`config.mk`:
```
export PLATFORM = sky130hd
export DESIGN_NAME = pipeline_ctrl_flat
export DESIGN_NICKNAME = d
export VERILOG_FILES = /design/src/rtl/pipeline_ctrl_pkg.sv /design/src/rtl/pipeline_ctrl_if.sv /design/src/rtl/pipeline_ctrl_sat_counter.sv /design/src/rtl/pipeline_ctrl.sv /design/src/flat_wrapper.sv
export SDC_FILE = /design/constraint.sdc
export NUM_CORES = 1
export LEC_CHECK = 0
export CAP_MARGIN = 5
export CORE_UTILIZATION = 40
export DETAILED_ROUTE_END_ITERATION = 12
export PLACE_DENSITY = 0.7
export REMOVE_ABC_BUFFERS = 1
export SYNTH_ARGS = -nofsm -noshare
export SYNTH_HDL_FRONTEND = slang
export SYNTH_HIERARCHICAL = 1
export SYNTH_SLANG_ARGS = --single-unit
```
`constraint.sdc`:
```
create_clock -name clk -period 3.6 [get_ports clk]
set_input_delay 0.9 -clock clk [delete_from_list [all_inputs] [get_ports clk]]
set_output_delay 0.9 -clock clk [all_outputs]
set_load 0.05 [all_outputs]
```
`src/rtl/pipeline_ctrl_pkg.sv`:
```
// Shared encodings, shadow-stage records and forwarding helpers for the
// 5-stage pipeline hazard controller.
package pipeline_ctrl_pkg;

    localparam logic [1:0] WB_ALU = 2'd0;
    localparam logic [1:0] WB_MEM = 2'd1;
    localparam logic [1:0] WB_PC  = 2'd2;
    localparam logic [1:0] WB_X   = 2'd3;

    localparam logic [1:0] FWD_NONE = 2'd0;
    localparam logic [1:0] FWD_MEM  = 2'd1;
    localparam logic [1:0] FWD_WB   = 2'd2;

    typedef enum logic [1:0] {
        MODE_RUN    = 2'd0,
        MODE_STALL  = 2'd1,
        MODE_FLUSH  = 2'd2,
        MODE_FREEZE = 2'd3
    } mode_e;

    typedef struct packed {
        logic       valid;
        logic [4:0] rd;
        logic       rf_wen;
        logic [1:0] wb_sel;
    } stage_t;

    typedef struct packed {
        logic [4:0] rs1;
        logic [4:0] rs2;
        logic       rs1_use;
        logic       rs2_use;
    } ex_src_t;

    localparam stage_t STAGE_EMPTY = '{valid: 1'b0, rd: 5'd0, rf_wen: 1'b0, wb_sel: 2'd0};
    localparam ex_src_t SRC_EMPTY  = '{rs1: 5'd0, rs2: 5'd0, rs1_use: 1'b0, rs2_use: 1'b0};

    // A stage can supply addr; a load's data is not available yet in MEM.
    function automatic logic stage_hit(input stage_t s, input logic [4:0] addr,
                                       input logic allow_load);
        return s.valid && s.rf_wen && (s.rd == addr) &&
               (allow_load || (s.wb_sel != WB_MEM));
    endfunction

    function automatic logic [1:0] fwd_sel(input logic use_i, input logic [4:0] addr,
                                           input stage_t mem_s, input stage_t wb_s);
        logic [1:0] sel;
        sel = FWD_NONE;
        if (!use_i || (addr == 5'd0)) begin
            sel = FWD_NONE;
        end else if (stage_hit(mem_s, addr, 1'b0)) begin
            sel = FWD_MEM;
        end else if (stage_hit(wb_s, addr, 1'b1)) begin
            sel = FWD_WB;
        end else begin
            sel = FWD_NONE;
        end
        return sel;
    endfunction

endpackage

```
`src/rtl/pipeline_ctrl_if.sv`:
```
// Decoder/hazard inputs and pipeline control outputs of the hazard controller.
interface pipeline_ctrl_if #(parameter int CNT_W = 16);

    logic             id_valid;
    logic [4:0]       id_rs1_addr;
    logic [4:0]       id_rs2_addr;
    logic             id_rs1_use;
    logic             id_rs2_use;
    logic [4:0]       id_rd_addr;
    logic             id_rf_wen;
    logic [1:0]       id_wb_sel;
    logic             ex_br_taken;
    logic             mem_busy;

    logic             pc_en;
    logic             if_id_en;
    logic             id_ex_en;
    logic             ex_mem_en;
    logic             mem_wb_en;
    logic             if_id_flush;
    logic             id_ex_bubble;
    logic [1:0]       ex_fwd_rs1;
    logic [1:0]       ex_fwd_rs2;
    logic             ex_valid;
    logic             mem_valid;
    logic             wb_valid;
    logic [CNT_W-1:0] stall_cnt;
    logic [CNT_W-1:0] flush_cnt;

    modport master (
        output id_valid, id_rs1_addr, id_rs2_addr, id_rs1_use, id_rs2_use,
               id_rd_addr, id_rf_wen, id_wb_sel, ex_br_taken, mem_busy,
        input  pc_en, if_id_en, id_ex_en, ex_mem_en, mem_wb_en, if_id_flush,
               id_ex_bubble, ex_fwd_rs1, ex_fwd_rs2, ex_valid, mem_valid,
               wb_valid, stall_cnt, flush_cnt
    );

    modport slave (
        input  id_valid, id_rs1_addr, id_rs2_addr, id_rs1_use, id_rs2_use,
               id_rd_addr, id_rf_wen, id_wb_sel, ex_br_taken, mem_busy,
        output pc_en, if_id_en, id_ex_en, ex_mem_en, mem_wb_en, if_id_flush,
               id_ex_bubble, ex_fwd_rs1, ex_fwd_rs2, ex_valid, mem_valid,
               wb_valid, stall_cnt, flush_cnt
    );

endinterface

```
`src/rtl/pipeline_ctrl_sat_counter.sv`:
```
// Saturating event counter: counts inc pulses unless held, sticks at all-ones.
module sat_counter #(
    parameter int CNT_W = 16
) (
    input  logic             clk,
    input  logic             rst_n,
    input  logic             inc,
    input  logic             hold,
    output logic [CNT_W-1:0] count
);

    logic [CNT_W-1:0] count_q;
    logic [CNT_W-1:0] count_d;

    // Next count: increment only while below the saturation value.
    always_comb begin
        count_d = count_q;
        if (hold) begin
            count_d = count_q;
        end else if (inc && (count_q != {CNT_W{1'b1}})) begin
            count_d = count_q + {{(CNT_W-1){1'b0}}, 1'b1};
        end else begin
            count_d = count_q;
        end
    end

    // Count register.
    always_ff @(posedge clk or negedge rst_n) begin
        if (!rst_n) begin
            count_q <= {CNT_W{1'b0}};
        end else begin
            count_q <= count_d;
        end
    end

    assign count = count_q;

endmodule

```
`src/rtl/pipeline_ctrl.sv`:
```
// Hazard/sequencing controller for the 5-stage pipeline: shadow stage tracking,
// stall/flush/freeze control, EX forwarding selects and event counters.
module pipeline_ctrl
    import pipeline_ctrl_pkg::*;
#(
    parameter int CNT_W = 16
) (
    input  logic           clk,
    input  logic           rst_n,
    pipeline_ctrl_if.slave bus
);

    stage_t  ex_q, ex_d;
    stage_t  mem_q, mem_d;
    stage_t  wb_q, wb_d;
    ex_src_t ex_src_q, ex_src_d;

    mode_e mode_s;
    logic  load_use_s;
    logic  bubble_s;

    // Load-use hazard: a load in EX feeds a source the ID instruction reads.
    always_comb begin
        load_use_s = 1'b0;
        if (ex_q.valid && ex_q.rf_wen && (ex_q.wb_sel == WB_MEM) &&
            (ex_q.rd != 5'd0) && bus.id_valid) begin
            load_use_s = (bus.id_rs1_use && (bus.id_rs1_addr == ex_q.rd)) ||
                         (bus.id_rs2_use && (bus.id_rs2_addr == ex_q.rd));
        end else begin
            load_use_s = 1'b0;
        end
    end

    // Mode select and pipeline-register controls; freeze outranks a pending branch.
    always_comb begin
        mode_s           = MODE_RUN;
        bus.pc_en        = 1'b1;
        bus.if_id_en     = 1'b1;
        bus.id_ex_en     = 1'b1;
        bus.ex_mem_en    = 1'b1;
        bus.mem_wb_en    = 1'b1;
        bus.if_id_flush  = 1'b0;
        bus.id_ex_bubble = 1'b0;

        if (bus.mem_busy) begin
            mode_s = MODE_FREEZE;
        end else if (bus.ex_br_taken) begin
            mode_s = MODE_FLUSH;
        end else if (load_use_s) begin
            mode_s = MODE_STALL;
        end else begin
            mode_s = MODE_RUN;
        end

        case (mode_s)
            MODE_FREEZE: begin
                bus.pc_en     = 1'b0;
                bus.if_id_en  = 1'b0;
                bus.id_ex_en  = 1'b0;
                bus.ex_mem_en = 1'b0;
                bus.mem_wb_en = 1'b0;
            end
            MODE_FLUSH: begin
                bus.if_id_flush  = 1'b1;
                bus.id_ex_bubble = 1'b1;
            end
            MODE_STALL: begin
                bus.pc_en        = 1'b0;
                bus.if_id_en     = 1'b0;
                bus.id_ex_bubble = 1'b1;
            end
            MODE_RUN: begin
                bus.pc_en = 1'b1;
            end
            default: begin
                bus.pc_en = 1'b1;
            end
        endcase
    end

    assign bubble_s = (mode_s == MODE_FLUSH) || (mode_s == MODE_STALL);

    // Shadow advance: everything holds while frozen, bubbles enter EX as invalid.
    always_comb begin
        ex_d     = ex_q;
        ex_src_d = ex_src_q;
        mem_d    = mem_q;
        wb_d     = wb_q;
        if (mode_s != MODE_FREEZE) begin
            wb_d  = mem_q;
            mem_d = ex_q;
            if (bubble_s) begin
                ex_d     = STAGE_EMPTY;
                ex_src_d = SRC_EMPTY;
            end else begin
                ex_d.valid        = bus.id_valid;
                ex_d.rd           = bus.id_rd_addr;
                ex_d.rf_wen       = bus.id_rf_wen;
                ex_d.wb_sel       = bus.id_wb_sel;
                ex_src_d.rs1      = bus.id_rs1_addr;
                ex_src_d.rs2      = bus.id_rs2_addr;
                ex_src_d.rs1_use  = bus.id_rs1_use;
                ex_src_d.rs2_use  = bus.id_rs2_use;
            end
        end else begin
            wb_d = wb_q;
        end
    end

    // Shadow stage registers; reset empties the whole pipeline view.
    always_ff @(posedge clk or negedge rst_n) begin
        if (!rst_n) begin
            ex_q     <= STAGE_EMPTY;
            ex_src_q <= SRC_EMPTY;
            mem_q    <= STAGE_EMPTY;
            wb_q     <= STAGE_EMPTY;
        end else begin
            ex_q     <= ex_d;
            ex_src_q <= ex_src_d;
            mem_q    <= mem_d;
            wb_q     <= wb_d;
        end
    end

    // Operand forwarding for the instruction currently in EX; MEM is the younger producer.
    always_comb begin
        bus.ex_fwd_rs1 = fwd_sel(ex_src_q.rs1_use, ex_src_q.rs1, mem_q, wb_q);
        bus.ex_fwd_rs2 = fwd_sel(ex_src_q.rs2_use, ex_src_q.rs2, mem_q, wb_q);
    end

    assign bus.ex_valid  = ex_q.valid;
    assign bus.mem_valid = mem_q.valid;
    assign bus.wb_valid  = wb_q.valid;

    sat_counter #(.CNT_W(CNT_W)) u_stall_cnt (
        .clk   (clk),
        .rst_n (rst_n),
        .inc   (mode_s == MODE_STALL),
        .hold  (bus.mem_busy),
        .count (bus.stall_cnt)
    );

    sat_counter #(.CNT_W(CNT_W)) u_flush_cnt (
        .clk   (clk),
        .rst_n (rst_n),
        .inc   (mode_s == MODE_FLUSH),
        .hold  (bus.mem_busy),
        .count (bus.flush_cnt)
    );

endmodule

```
`src/flat_wrapper.sv`:
```
// flat-port wrapper written by rule: the top's interface ports become plain ports
module pipeline_ctrl_flat import pipeline_ctrl_pkg::*;
#(
    parameter int CNT_W = 16
)
  (clk, rst_n, bus_id_valid, bus_id_rs1_addr, bus_id_rs2_addr, bus_id_rs1_use, bus_id_rs2_use, bus_id_rd_addr, bus_id_rf_wen, bus_id_wb_sel, bus_ex_br_taken, bus_mem_busy, bus_pc_en, bus_if_id_en, bus_id_ex_en, bus_ex_mem_en, bus_mem_wb_en, bus_if_id_flush, bus_id_ex_bubble, bus_ex_fwd_rs1, bus_ex_fwd_rs2, bus_ex_valid, bus_mem_valid, bus_wb_valid, bus_stall_cnt, bus_flush_cnt);
  pipeline_ctrl_if #(.CNT_W(CNT_W)) bus_i ();
  input  logic clk;
  input  logic rst_n;
  input wire logic [$bits(bus_i.id_valid)-1:0] bus_id_valid;
  input wire logic [$bits(bus_i.id_rs1_addr)-1:0] bus_id_rs1_addr;
  input wire logic [$bits(bus_i.id_rs2_addr)-1:0] bus_id_rs2_addr;
  input wire logic [$bits(bus_i.id_rs1_use)-1:0] bus_id_rs1_use;
  input wire logic [$bits(bus_i.id_rs2_use)-1:0] bus_id_rs2_use;
  input wire logic [$bits(bus_i.id_rd_addr)-1:0] bus_id_rd_addr;
  input wire logic [$bits(bus_i.id_rf_wen)-1:0] bus_id_rf_wen;
  input wire logic [$bits(bus_i.id_wb_sel)-1:0] bus_id_wb_sel;
  input wire logic [$bits(bus_i.ex_br_taken)-1:0] bus_ex_br_taken;
  input wire logic [$bits(bus_i.mem_busy)-1:0] bus_mem_busy;
  output wire logic [$bits(bus_i.pc_en)-1:0] bus_pc_en;
  output wire logic [$bits(bus_i.if_id_en)-1:0] bus_if_id_en;
  output wire logic [$bits(bus_i.id_ex_en)-1:0] bus_id_ex_en;
  output wire logic [$bits(bus_i.ex_mem_en)-1:0] bus_ex_mem_en;
  output wire logic [$bits(bus_i.mem_wb_en)-1:0] bus_mem_wb_en;
  output wire logic [$bits(bus_i.if_id_flush)-1:0] bus_if_id_flush;
  output wire logic [$bits(bus_i.id_ex_bubble)-1:0] bus_id_ex_bubble;
  output wire logic [$bits(bus_i.ex_fwd_rs1)-1:0] bus_ex_fwd_rs1;
  output wire logic [$bits(bus_i.ex_fwd_rs2)-1:0] bus_ex_fwd_rs2;
  output wire logic [$bits(bus_i.ex_valid)-1:0] bus_ex_valid;
  output wire logic [$bits(bus_i.mem_valid)-1:0] bus_mem_valid;
  output wire logic [$bits(bus_i.wb_valid)-1:0] bus_wb_valid;
  output wire logic [$bits(bus_i.stall_cnt)-1:0] bus_stall_cnt;
  output wire logic [$bits(bus_i.flush_cnt)-1:0] bus_flush_cnt;
  assign bus_i.id_valid = bus_id_valid;
  assign bus_i.id_rs1_addr = bus_id_rs1_addr;
  assign bus_i.id_rs2_addr = bus_id_rs2_addr;
  assign bus_i.id_rs1_use = bus_id_rs1_use;
  assign bus_i.id_rs2_use = bus_id_rs2_use;
  assign bus_i.id_rd_addr = bus_id_rd_addr;
  assign bus_i.id_rf_wen = bus_id_rf_wen;
  assign bus_i.id_wb_sel = bus_id_wb_sel;
  assign bus_i.ex_br_taken = bus_ex_br_taken;
  assign bus_i.mem_busy = bus_mem_busy;
  assign bus_pc_en = bus_i.pc_en;
  assign bus_if_id_en = bus_i.if_id_en;
  assign bus_id_ex_en = bus_i.id_ex_en;
  assign bus_ex_mem_en = bus_i.ex_mem_en;
  assign bus_mem_wb_en = bus_i.mem_wb_en;
  assign bus_if_id_flush = bus_i.if_id_flush;
  assign bus_id_ex_bubble = bus_i.id_ex_bubble;
  assign bus_ex_fwd_rs1 = bus_i.ex_fwd_rs1;
  assign bus_ex_fwd_rs2 = bus_i.ex_fwd_rs2;
  assign bus_ex_valid = bus_i.ex_valid;
  assign bus_mem_valid = bus_i.mem_valid;
  assign bus_wb_valid = bus_i.wb_valid;
  assign bus_stall_cnt = bus_i.stall_cnt;
  assign bus_flush_cnt = bus_i.flush_cnt;
  pipeline_ctrl #(.CNT_W(CNT_W)) u_core (.clk(clk), .rst_n(rst_n), .bus(bus_i));
endmodule
```
==> results of run 1 <==
state kept, by name, indices dropped and copies added, names as in the netlist:
name                      flops
u_core/u_flush_cnt/count     16
u_core/u_stall_cnt/count     16
u_core/ex_src_q              12
u_core/ex_q                   8
u_core/mem_q                  8
u_core/wb_q                   6
u_core/bus.ex_valid           1
u_core/bus.mem_valid          1
u_core/bus.wb_valid           1
power breakdown:
group | switching, mW | internal (mW) | total, mW
registers | 0.148 | 0.872 | 1.02
clock network | 0.265 | 0.355 | 0.621
logic | 0.353 | 0.265 | 0.618
logic make-up (layout without fill, tap and decap cells):
kind of cell | count (synthesis) | after routing
compound gates | 51 | 51
xor+xnor | 46 | 46
fa+ha+maj | 4 | 4
buf+inv | 20 | 111
flops | 69 | 69
mux | 20 | 20
simple gates | 126 | 126
synthesized netlist by cell type (3+ instances only):
cell      instances  area share (%)
a21oi_1           4            0.55
a22o_1            8             1.9
a31oi_1           5            0.86
and4_1            4            0.96
buf_4             3            0.62
clkbuf_1          5            0.51
dfrtp_1          69              47
ha_1              4             1.4
inv_1            10             1.0
mux2_2           16             4.9
nand2_1          30             3.1
nand2b_1         16             2.7
nand3_1          12             1.6
nand3_2           4             1.1
nand4_1          10             1.7
nor2_1           12             1.2
nor2b_1           5            0.86
nor3_1            6            0.82
nor4_1            5            0.86
nor4_4            3             1.7
o211ai_1          3            0.62
o21a_1            8             1.6
o21ai_0          16             2.2
or4_1             3            0.62
xnor2_1          22             5.3
xor2_1           24             5.8
per-stage QoR:
step / cells / hold slack, ps / cell area [sq um] / TNS, ps
floorplan: 326 / 444 / 3600 / -3600
global placement: 517 / 465 / 4540 / -3440
detailed placement: 517 / 475 / 4540 / -4530
CTS: 534 / 491 / 4760 / 0
global route: 535 / 507 / 4760 / -19.6
finish: 535 / 483 / 4760 / 0
final cells by class:
cell class	instances	area, sq um
Fill cell	774	4000
Multi-Input combinational cell	247	1860
Sequential cell	69	1730
Timing Repair Buffer	86	816
Clock buffer	14	163
Tap cell	108	135
Inverter	10	37.5
Clock inverter	1	30.0
how the worst min path moves through the flow:
stage,start,end,depth (start not counted)
floorplan,u_core/ex_src_q[1],u_core/ex_src_q[1],2
detailed placement,u_core/ex_src_q[1],u_core/ex_src_q[1],2
finish,u_core/ex_src_q[1],u_core/ex_src_q[1],2
global placement,u_core/ex_src_q[1],u_core/ex_src_q[1],2
global route,u_core/ex_src_q[1],u_core/ex_src_q[1],2
CTS,u_core/ex_src_q[1],u_core/ex_src_q[1],2
layer usage:
metal | vias up | routed length (um)
li1 | 1378 | -
met1 | 1340 | 3860
met2 | 47 | 3980
met3 | 11 | 202
met4 | 0 | 138
met5 | - | 0
timing repair:
item / in CTS / in global routing
setup buffers: 2 / 1
pin swaps: 6 / 2
setup endpoints to repair: 6 / 6
resized for setup: 13 / 0
tightest hold or removal path: stages, from the launching register on:
cell     delay, ps
dfrtp_1        350
nand2_1         40
o21ai_0         60
==> flow_metrics.env, run 1 <==
export IMPL_antenna_found_initial=0
export IMPL_hold_buffers=0
export IMPL_layout_min_cycle_time_ps=3540
export IMPL_drt_pass1_iter_count=4
export IMPL_die_w_um=97.5
export IMPL_wirelength_um=8180
export IMPL_crit_path_start="bus_id_rs2_addr[0]"
export IMPL_final_antenna_net_count=0
export IMPL_relSlewSlack_pct=65.2
export IMPL_max_stage_delay_ps=370
export IMPL_endpoint="bus_pc_en"
export IMPL_clkSinkCount=69
export IMPL_place_ws_ps=-262
export IMPL_clk_pin_slew_ps=70
export IMPL_crit_cells=8
export IMPL_portBuffers=70
export IMPL_cp_required_ps=2700
export IMPL_post_route_util_pct=54.4
export IMPL_fin_worst_skew_ps=5.39
export IMPL_timing_final_max_slew_violations=0
export IMPL_grt_ovfl_total=0
export IMPL_drt_initial_drc_count=121
export IMPL_clock_latency_ps=340
export IMPL_synth_top_family_by_area="simple AND/OR/NAND/NOR gates"
export IMPL_drive_gt1_share_pct=17.3
export IMPL_status="complete, no violations"
export IMPL_critical_path_max_fanout=2
export IMPL_crit_type="in -> out"
export IMPL_ys_flop_type="dfrtp_1"
export IMPL_worst_r2r_cell_count=13
export IMPL_fmaxAchievable_mhz=282
export IMPL_tightest_slew_ps=520
export IMPL_row_count=34
export IMPL_nets=452
export IMPL_grt_start_max_net_pins=53
export IMPL_yosysWarningCount=6
export IMPL_grtUsageMet1_pct=25.2
export IMPL_hp_class="reg -> reg"
export IMPL_ys_seq_area_share_pct=47.3
export IMPL_synth_seq_cells=69
export IMPL_synthAdderAreaFrac_pct=1.37
export IMPL_cts_tree="done"
export IMPL_cts_htree_levels=3
export IMPL_routed_via_density=5.19
export IMPL_p_leak_nw=2.06
export IMPL_peakVddDrop_mv=0.406
export IMPL_drc=0
export IMPL_hold_violations=0
export IMPL_critPathLaunchType="input pin"
export IMPL_start_util_pct=41.7
export IMPL_grt_usage_pct=18.2
export IMPL_reg2reg_to="u_core/u_stall_cnt/count[13]"
export IMPL_fin_ws_ps=57.3
export IMPL_post_route_period_util_pct=98.4
export IMPL_async_flop_share_pct=100
export IMPL_rsz0062_at_grt="yes"
export IMPL_synth_mux_area_share_pct=6.37
export IMPL_end_kind="output pin"
export IMPL_use_met3_pct=2.52
export IMPL_ys_types=44
export IMPL_cp_num_buf_inv=4
export IMPL_ios=71
export IMPL_r2r_slack_ps=580
export IMPL_syn_to_final_growth_pct=30.5
export IMPL_final_common_cell="dfrtp_1"
export IMPL_worstPathArrival_ps=2640
export IMPL_synth_compound_area_share_pct=9.36
export IMPL_reg2reg_from="u_core/ex_q[5]"
export IMPL_clock_root_buffer="clkbuf_8"
export IMPL_grt_pass1_wl_um=13800
export IMPL_grt_pass1_vias=2716
export IMPL_synth_xor_xnor_area_share_pct=11.0
export IMPL_via_count=2776
export IMPL_crit_family="buffers and inverters"
export IMPL_dp_hpwl_um=6040
export IMPL_cts_buffer_depth=2
export IMPL_power_density_nw_per_um2=474
export IMPL_crit_top_cell="buf_4"
export IMPL_final_cell_mix="dfrtp_1 (69), clkdlybuf4s50_1 (54), nand2_1 (30)"
export IMPL_avgSynthCellArea_sq_um=10.9
export IMPL_setup_viol=0
export IMPL_die_area_sq_um=9510
export IMPL_post_synth_and_or_nand_nor_area_fraction_pct=22.1
export IMPL_netlist_area_sq_um=3650
export IMPL_antennaDiodeCount=0
export IMPL_slowest_stage="o41a_1"
export IMPL_finalPower_mw=2.26
export IMPL_path_cells="dlygate4sd2_1, xor2_2, nor4_4, a31oi_2, buf_4, buf_4, o41a_1, buf_4"
export IMPL_cts_inserted_buffers=9
export IMPL_drv_cap=0
export IMPL_synth_edf_count=0
export IMPL_use_met2_pct=28.8
export IMPL_die_h_um=97.5
export IMPL_core_area_sq_um=8760
export IMPL_gp_congestion=0.845
export IMPL_synthCells=336
export IMPL_wl_per_cell_um=15.3
export IMPL_top_usage_layer="met2"
Power figures use the tool's default switching activity.
==> inputs of run 2 (changes only) <==
Settings changed: CTS_CLUSTER_SIZE from default to 25.
==> results of run 2 <==
No change in the layout: final DEF, timing and power equal those of run 1.
==> variant 1: new RTL, config.mk and constraints of run 2 <==
Make the reset (`rst_n`) synchronous in 2 clocked blocks.
--- a/src/rtl/pipeline_ctrl_sat_counter.sv
+++ b/src/rtl/pipeline_ctrl_sat_counter.sv
@@ -26,5 +26,5 @@
 
     // Count register.
-    always_ff @(posedge clk or negedge rst_n) begin
+    always_ff @(posedge clk) begin
         if (!rst_n) begin
             count_q <= {CNT_W{1'b0}};
--- a/src/rtl/pipeline_ctrl.sv
+++ b/src/rtl/pipeline_ctrl.sv
@@ -109,5 +109,5 @@
 
     // Shadow stage registers; reset empties the whole pipeline view.
-    always_ff @(posedge clk or negedge rst_n) begin
+    always_ff @(posedge clk) begin
         if (!rst_n) begin
             ex_q     <= STAGE_EMPTY;
Check against the original RTL: differs if rst_n is asserted again (counterexample within 4 cycles, from zero or initial values and one cycle with rst_n low); with rst_n held inactive, the same outputs for 4 cycles.
==> variant 1 against run 2 <==
Sequential cell count unchanged. Synthesized area down 2.1%. Hold slack better by 0.012 ns. Final cell count up 9.5%. Non-clock buffer count up 1. Synthesized cell count up 18%. Design area down 0.55%. Routed wire length up 8.2%. Setup slack better by 0.039 ns. Critical path type unchanged.
Power is not compared: it rests on default switching activity, and its combinational part moved more than twofold at a synthesized area within 25%.
==> variant 1: results (changes against run 2) <==
.. list-table::
   :header-rows: 1

   * - Metric
     - Value
   * - Post-layout instance count excluding filler cells
     - 586 (+9.5%)
   * - Sum of net half-perimeters after detailed placement
     - 6220 um (+3.0%)
   * - Relative area of clock buffers and inverters in the final design
     - 0.0473 (+0.00683)
   * - Overall global routing resource usage
     - 0.197 (+0.0159)
   * - Gp weighted congestion
     - 0.901 (+6.6%)
   * - Multi-input gate area
     - 0.00210 mm2 (+13%)
   * - Post-Route Hold Slack
     - 0.495 ns (+0.0118 ns)
   * - Reg2reg start
     - u_core/ex_q[5]
   * - Global-route wire length before repair
     - 14300 um (+3.1%)
   * - Delay of the slowest cell on the worst path
     - 0.46 ns (+0.09 ns)
   * - Average wire per cell in the routed design
     - 15.1 um (-1.2%)
   * - Via count of the first global-routing pass
     - 2910 (+7.1%)
   * - Via count
     - 3256 (+17%)
   * - Iteration-0 DRC Markers
     - 84 (-31%)
   * - Data arrival at the endpoint of the critical path
     - 2.60 ns (-0.04 ns)
   * - Placed insts
     - 569 (+10%)
   * - Slowest cell on the critical path
     - sky130_fd_sc_hd__clkdlybuf4s50_1
   * - Number of nets in the finished design
     - 502 (+11%)
   * - Multi-input gate share of the layout cell area
     - 0.444 (+0.0542)
   * - Fraction of registers with async set/reset
     - 0 (-1.00)
   * - Part of the Yosys area used for sequential elements
     - 0.386 (-0.0865)
   * - Worst slack at placement
     - -0.191 ns (+0.0708 ns)
   * - Main area contributors after synthesis
     - sky130_fd_sc_hd__dfxtp_1 (39%), sky130_fd_sc_hd__nor2b_1 (7.0%), sky130_fd_sc_hd__mux2i_1 (6.7%)
   * - Reg area
     - 0.00138 mm2 (-20%)
   * - Largest net degree at the start of global routing
     - 47 (-11%)
   * - Number of filler cells placed in the layout
     - 802 (+3.6%)
   * - Result of the run
     - finished clean
   * - Final-layout non-clock buffer area share
     - 0.185 (+0.0136)
   * - Distinct cell type count of the synthesized netlist
     - 39 (-11%)
   * - Non-clock buffer total of the final layout
     - 87 (+1.2%)
   * - Hold Crit Start
     - u_core/u_flush_cnt/count[15]
   * - Average cell area after synthesis
     - 9.00 um2 (-17%)
   * - Worst slew pin tran
     - 1.16 ns (+0.639 ns)
-- variant 1: cell count changes in the layout (fill, tap and decap cells not counted), sizes merged, moves of 9 or more --
cell	before	now
nor2	14	5
a22o	9	0
or3	0	10
nor3b	2	14
a21oi	4	31
xor2	24	14
nand2	30	20
dfxtp	0	69
mux2	20	0
dfrtp	69	0
mux2i	0	24
or4	3	15
nor2b	5	40
-- variant 1: cell families (layout without fill, tap and decap cells) --
logic type	count (synthesis)	in the layout	share of synthesized area
adders and majority gates	4	4	0.0140
DFF	69	69	0.386
muxes	24	24	0.0672
AOI/OAI and AO/OA	76	76	0.134
xor gates and xnor gates	30	30	0.0735
and+or+nand+nor	167	167	0.292
buffers and inverters	27	108	0.0329
-- variant 1: per-layer routing --
| layer | up-vias | routed length [um] | track usage |
|---|---|---|---|
| met3 | 11 | 496 | 0.0305 |
| met5 | - | 0 | 0 |
| met1 | 1535 | 4050 | 0.268 |
| li1 | 1612 | - | - |
| met2 | 98 | 4180 | 0.317 |
| met4 | 0 | 121 | 0.0699 |
-- variant 1: how the worst max path moves through the flow --
stage                             startpoint  slack (ns)                            to  depth (start not counted)
after CTS                 bus_id_rs2_addr[3]        0.02              bus_id_ex_bubble                          7
after global placement    bus_id_rs1_addr[1]       -0.13  u_core/u_stall_cnt/count[12]                         11
after detailed placement  bus_id_rs1_addr[1]       -0.19  u_core/u_stall_cnt/count[13]                         12
final                     bus_id_rs2_addr[4]         0.1              bus_id_ex_bubble                          7
after global routing         bus_ex_br_taken       -0.02              bus_id_ex_bubble                          8
after floorplan           bus_id_rs1_addr[1]       -1.29                 bus_ex_mem_en                          7
-- variant 1: what timing repair did --
action	4_1_cts	5_1_grt
setup endpoints to repair	4	8
pin swaps	4	5
resized for setup	8	7
setup buffers	1	0
==> variant 2: new RTL, config.mk and constraints of run 2 <==
Without the edit above. `CNT_W` is set to 16 in 4 places; all go to 20.
--- a/src/rtl/pipeline_ctrl_if.sv
+++ b/src/rtl/pipeline_ctrl_if.sv
@@ -1,4 +1,4 @@
 // Decoder/hazard inputs and pipeline control outputs of the hazard controller.
-interface pipeline_ctrl_if #(parameter int CNT_W = 16);
+interface pipeline_ctrl_if #(parameter int CNT_W = 20);
 
     logic             id_valid;
--- a/src/rtl/pipeline_ctrl_sat_counter.sv
+++ b/src/rtl/pipeline_ctrl_sat_counter.sv
@@ -1,5 +1,5 @@
 // Saturating event counter: counts inc pulses unless held, sticks at all-ones.
 module sat_counter #(
-    parameter int CNT_W = 16
+    parameter int CNT_W = 20
 ) (
     input  logic             clk,
--- a/src/rtl/pipeline_ctrl.sv
+++ b/src/rtl/pipeline_ctrl.sv
@@ -4,5 +4,5 @@
     import pipeline_ctrl_pkg::*;
 #(
-    parameter int CNT_W = 16
+    parameter int CNT_W = 20
 ) (
     input  logic           clk,
--- a/src/flat_wrapper.sv
+++ b/src/flat_wrapper.sv
@@ -2,5 +2,5 @@
 module pipeline_ctrl_flat import pipeline_ctrl_pkg::*;
 #(
-    parameter int CNT_W = 16
+    parameter int CNT_W = 20
 )
   (clk, rst_n, bus_id_valid, bus_id_rs1_addr, bus_id_rs2_addr, bus_id_rs1_use, bus_id_rs2_use, bus_id_rd_addr, bus_id_rf_wen, bus_id_wb_sel, bus_ex_br_taken, bus_mem_busy, bus_pc_en, bus_if_id_en, bus_id_ex_en, bus_ex_mem_en, bus_mem_wb_en, bus_if_id_flush, bus_id_ex_bubble, bus_ex_fwd_rs1, bus_ex_fwd_rs2, bus_ex_valid, bus_mem_valid, bus_wb_valid, bus_stall_cnt, bus_flush_cnt);
Ports: changed (resized bus_flush_cnt and bus_stall_cnt); port bits go from 71 to 79. No check against the original RTL was run, so the function may have changed too.
==> variant 2 against run 2 <==
Routed wire length up 5.2%. Maximum frequency down 0.28%. Sequential cell count up 8. Clock power up 18%. Count of clock-buffer cells in the layout down 2. Setup slack worse by 0.0098 ns. Via count up 2.1%. Combinational power up 2%. Register-to-register slack worse by 0.18 ns. Power up 9.6%. Design area up 8.0%. Synthesized area up 7.3%. Critical path type unchanged.
==> variant 2: results (changes against run 2) <==
.. list-table::
   :header-rows: 1

   * - Metric
     - Value
   * - Result of the run
     - finished clean
   * - Worst IR Drop VDD
     - 189 uV (-53%)
   * - Buffers inserted by post-CTS timing repair
     - 5 (+3)
   * - Number of nets in the finished design
     - 463 (+2.4%)
   * - Overall global routing resource usage
     - 0.183 (+0.00144)
   * - Gp weighted congestion
     - 0.776 (-8.1%)
   * - Number of gates resized after cts
     - 11 (-2)
   * - Total leakage power
     - 2.23 nW (+8.0%)
   * - Global-route wire length before repair
     - 14300 um (+3.4%)
   * - Switching part of the total
     - 0.333 (-0.00608)
   * - Average wire per cell in the routed design
     - 15.1 um (-0.90%)
   * - Met2 track demand over resource in global routing
     - 0.285 (-0.00329)
   * - Via count of the first global-routing pass
     - 2817 (+3.7%)
   * - Average cell area after synthesis
     - 11.3 um2 (+4.2%)
   * - Met3 Usage GRT
     - 0.0402 (+0.0150)
   * - Routed length on met2
     - 4190 um (+5.4%)
   * - Worst slew pin tran
     - 0.991 ns (+0.471 ns)
   * - Vias per std cell
     - 4.99 (-3.9%)
   * - Delay of the slowest cell on the worst path
     - 0.53 ns (+0.16 ns)
   * - Placed Instance Area
     - 0.00482 mm2 (+6.4%)
   * - Main area contributors after synthesis
     - sky130_fd_sc_hd__dfrtp_1 (49%), sky130_fd_sc_hd__xnor2_1 (9.4%), sky130_fd_sc_hd__xor2_1 (5.8%)
   * - Fraction of layout cells with a size suffix above 1
     - 0.187 (+0.0135)
   * - Placed insts
     - 547 (+5.8%)
   * - Distinct cell type count of the synthesized netlist
     - 40 (-9.1%)
   * - Sum of net half-perimeters after detailed placement
     - 6090 um (+0.83%)
   * - Count of port buffers added during placement
     - 78 (+11%)
   * - Part of the Yosys area used for sequential elements
     - 0.492 (+0.0188)
   * - Worst slack at placement
     - -0.209 ns (+0.0525 ns)
## variant 2: cell count changes after synthesis, moves of 6 or more
| cell | change |
|---|---|
| sky130_fd_sc_hd__xnor2_1 | +20 |
| sky130_fd_sc_hd__and3_1 | +8 |
| sky130_fd_sc_hd__dfrtp_1 | +8 |
| sky130_fd_sc_hd__o21a_1 | -8 |
| sky130_fd_sc_hd__nor2_1 | -6 |
## variant 2: cell families after synthesis
logic type,Yosys count,share of synthesized area
mux,16,0.0460
flops,77,0.492
compound gates,33,0.0591
xor+xnor,68,0.152
fa+ha+maj,4,0.0128
buf+inv,22,0.0284
simple gates,126,0.210
## variant 2: layout make-up
| cell class | count | area, um2 | share of cell area |
|---|---|---|---|
| clock buffer | 12 | 155 | 0.0301 |
| clock inverter | 4 | 70.1 | 0.0136 |
| inverter | 10 | 37.5 | 0.00729 |
| multi-input combinational | 247 | 1950 | 0.378 |
| sequential | 77 | 1930 | 0.374 |
| tap | 129 | 161 | 0.0314 |
| timing repair buffer | 89 | 850 | 0.165 |
## variant 2: worst paths after layout
kind / start / to / slack [ns] / cells after the start
min in group asynchronous: rst_n / u_core/ex_q[7] / 0.69 / 1
worst max register to register: u_core/ex_q[5] / u_core/u_stall_cnt/count[13] / 0.40 / 15
worst min-delay path: u_core/ex_src_q[1] / u_core/ex_src_q[1] / 0.48 / 2
worst max-delay path: bus_id_rs2_addr[2] / bus_pc_en / 0.05 / 7
worst min register to register: u_core/ex_src_q[1] / u_core/ex_src_q[1] / 0.48 / 2
max in group asynchronous: rst_n / u_core/wb_q[5] / 2.24 / 1
## variant 2: power by group through the flow
stage	combinational [mW]	sequential, mW	clock (mW)
floorplan	0.233	1.28	0
global placement	0.611	1.12	0
detailed placement	0.621	1.13	0
CTS	0.625	1.11	0.755
global route	0.674	1.13	0.804
finish	0.629	1.11	0.734
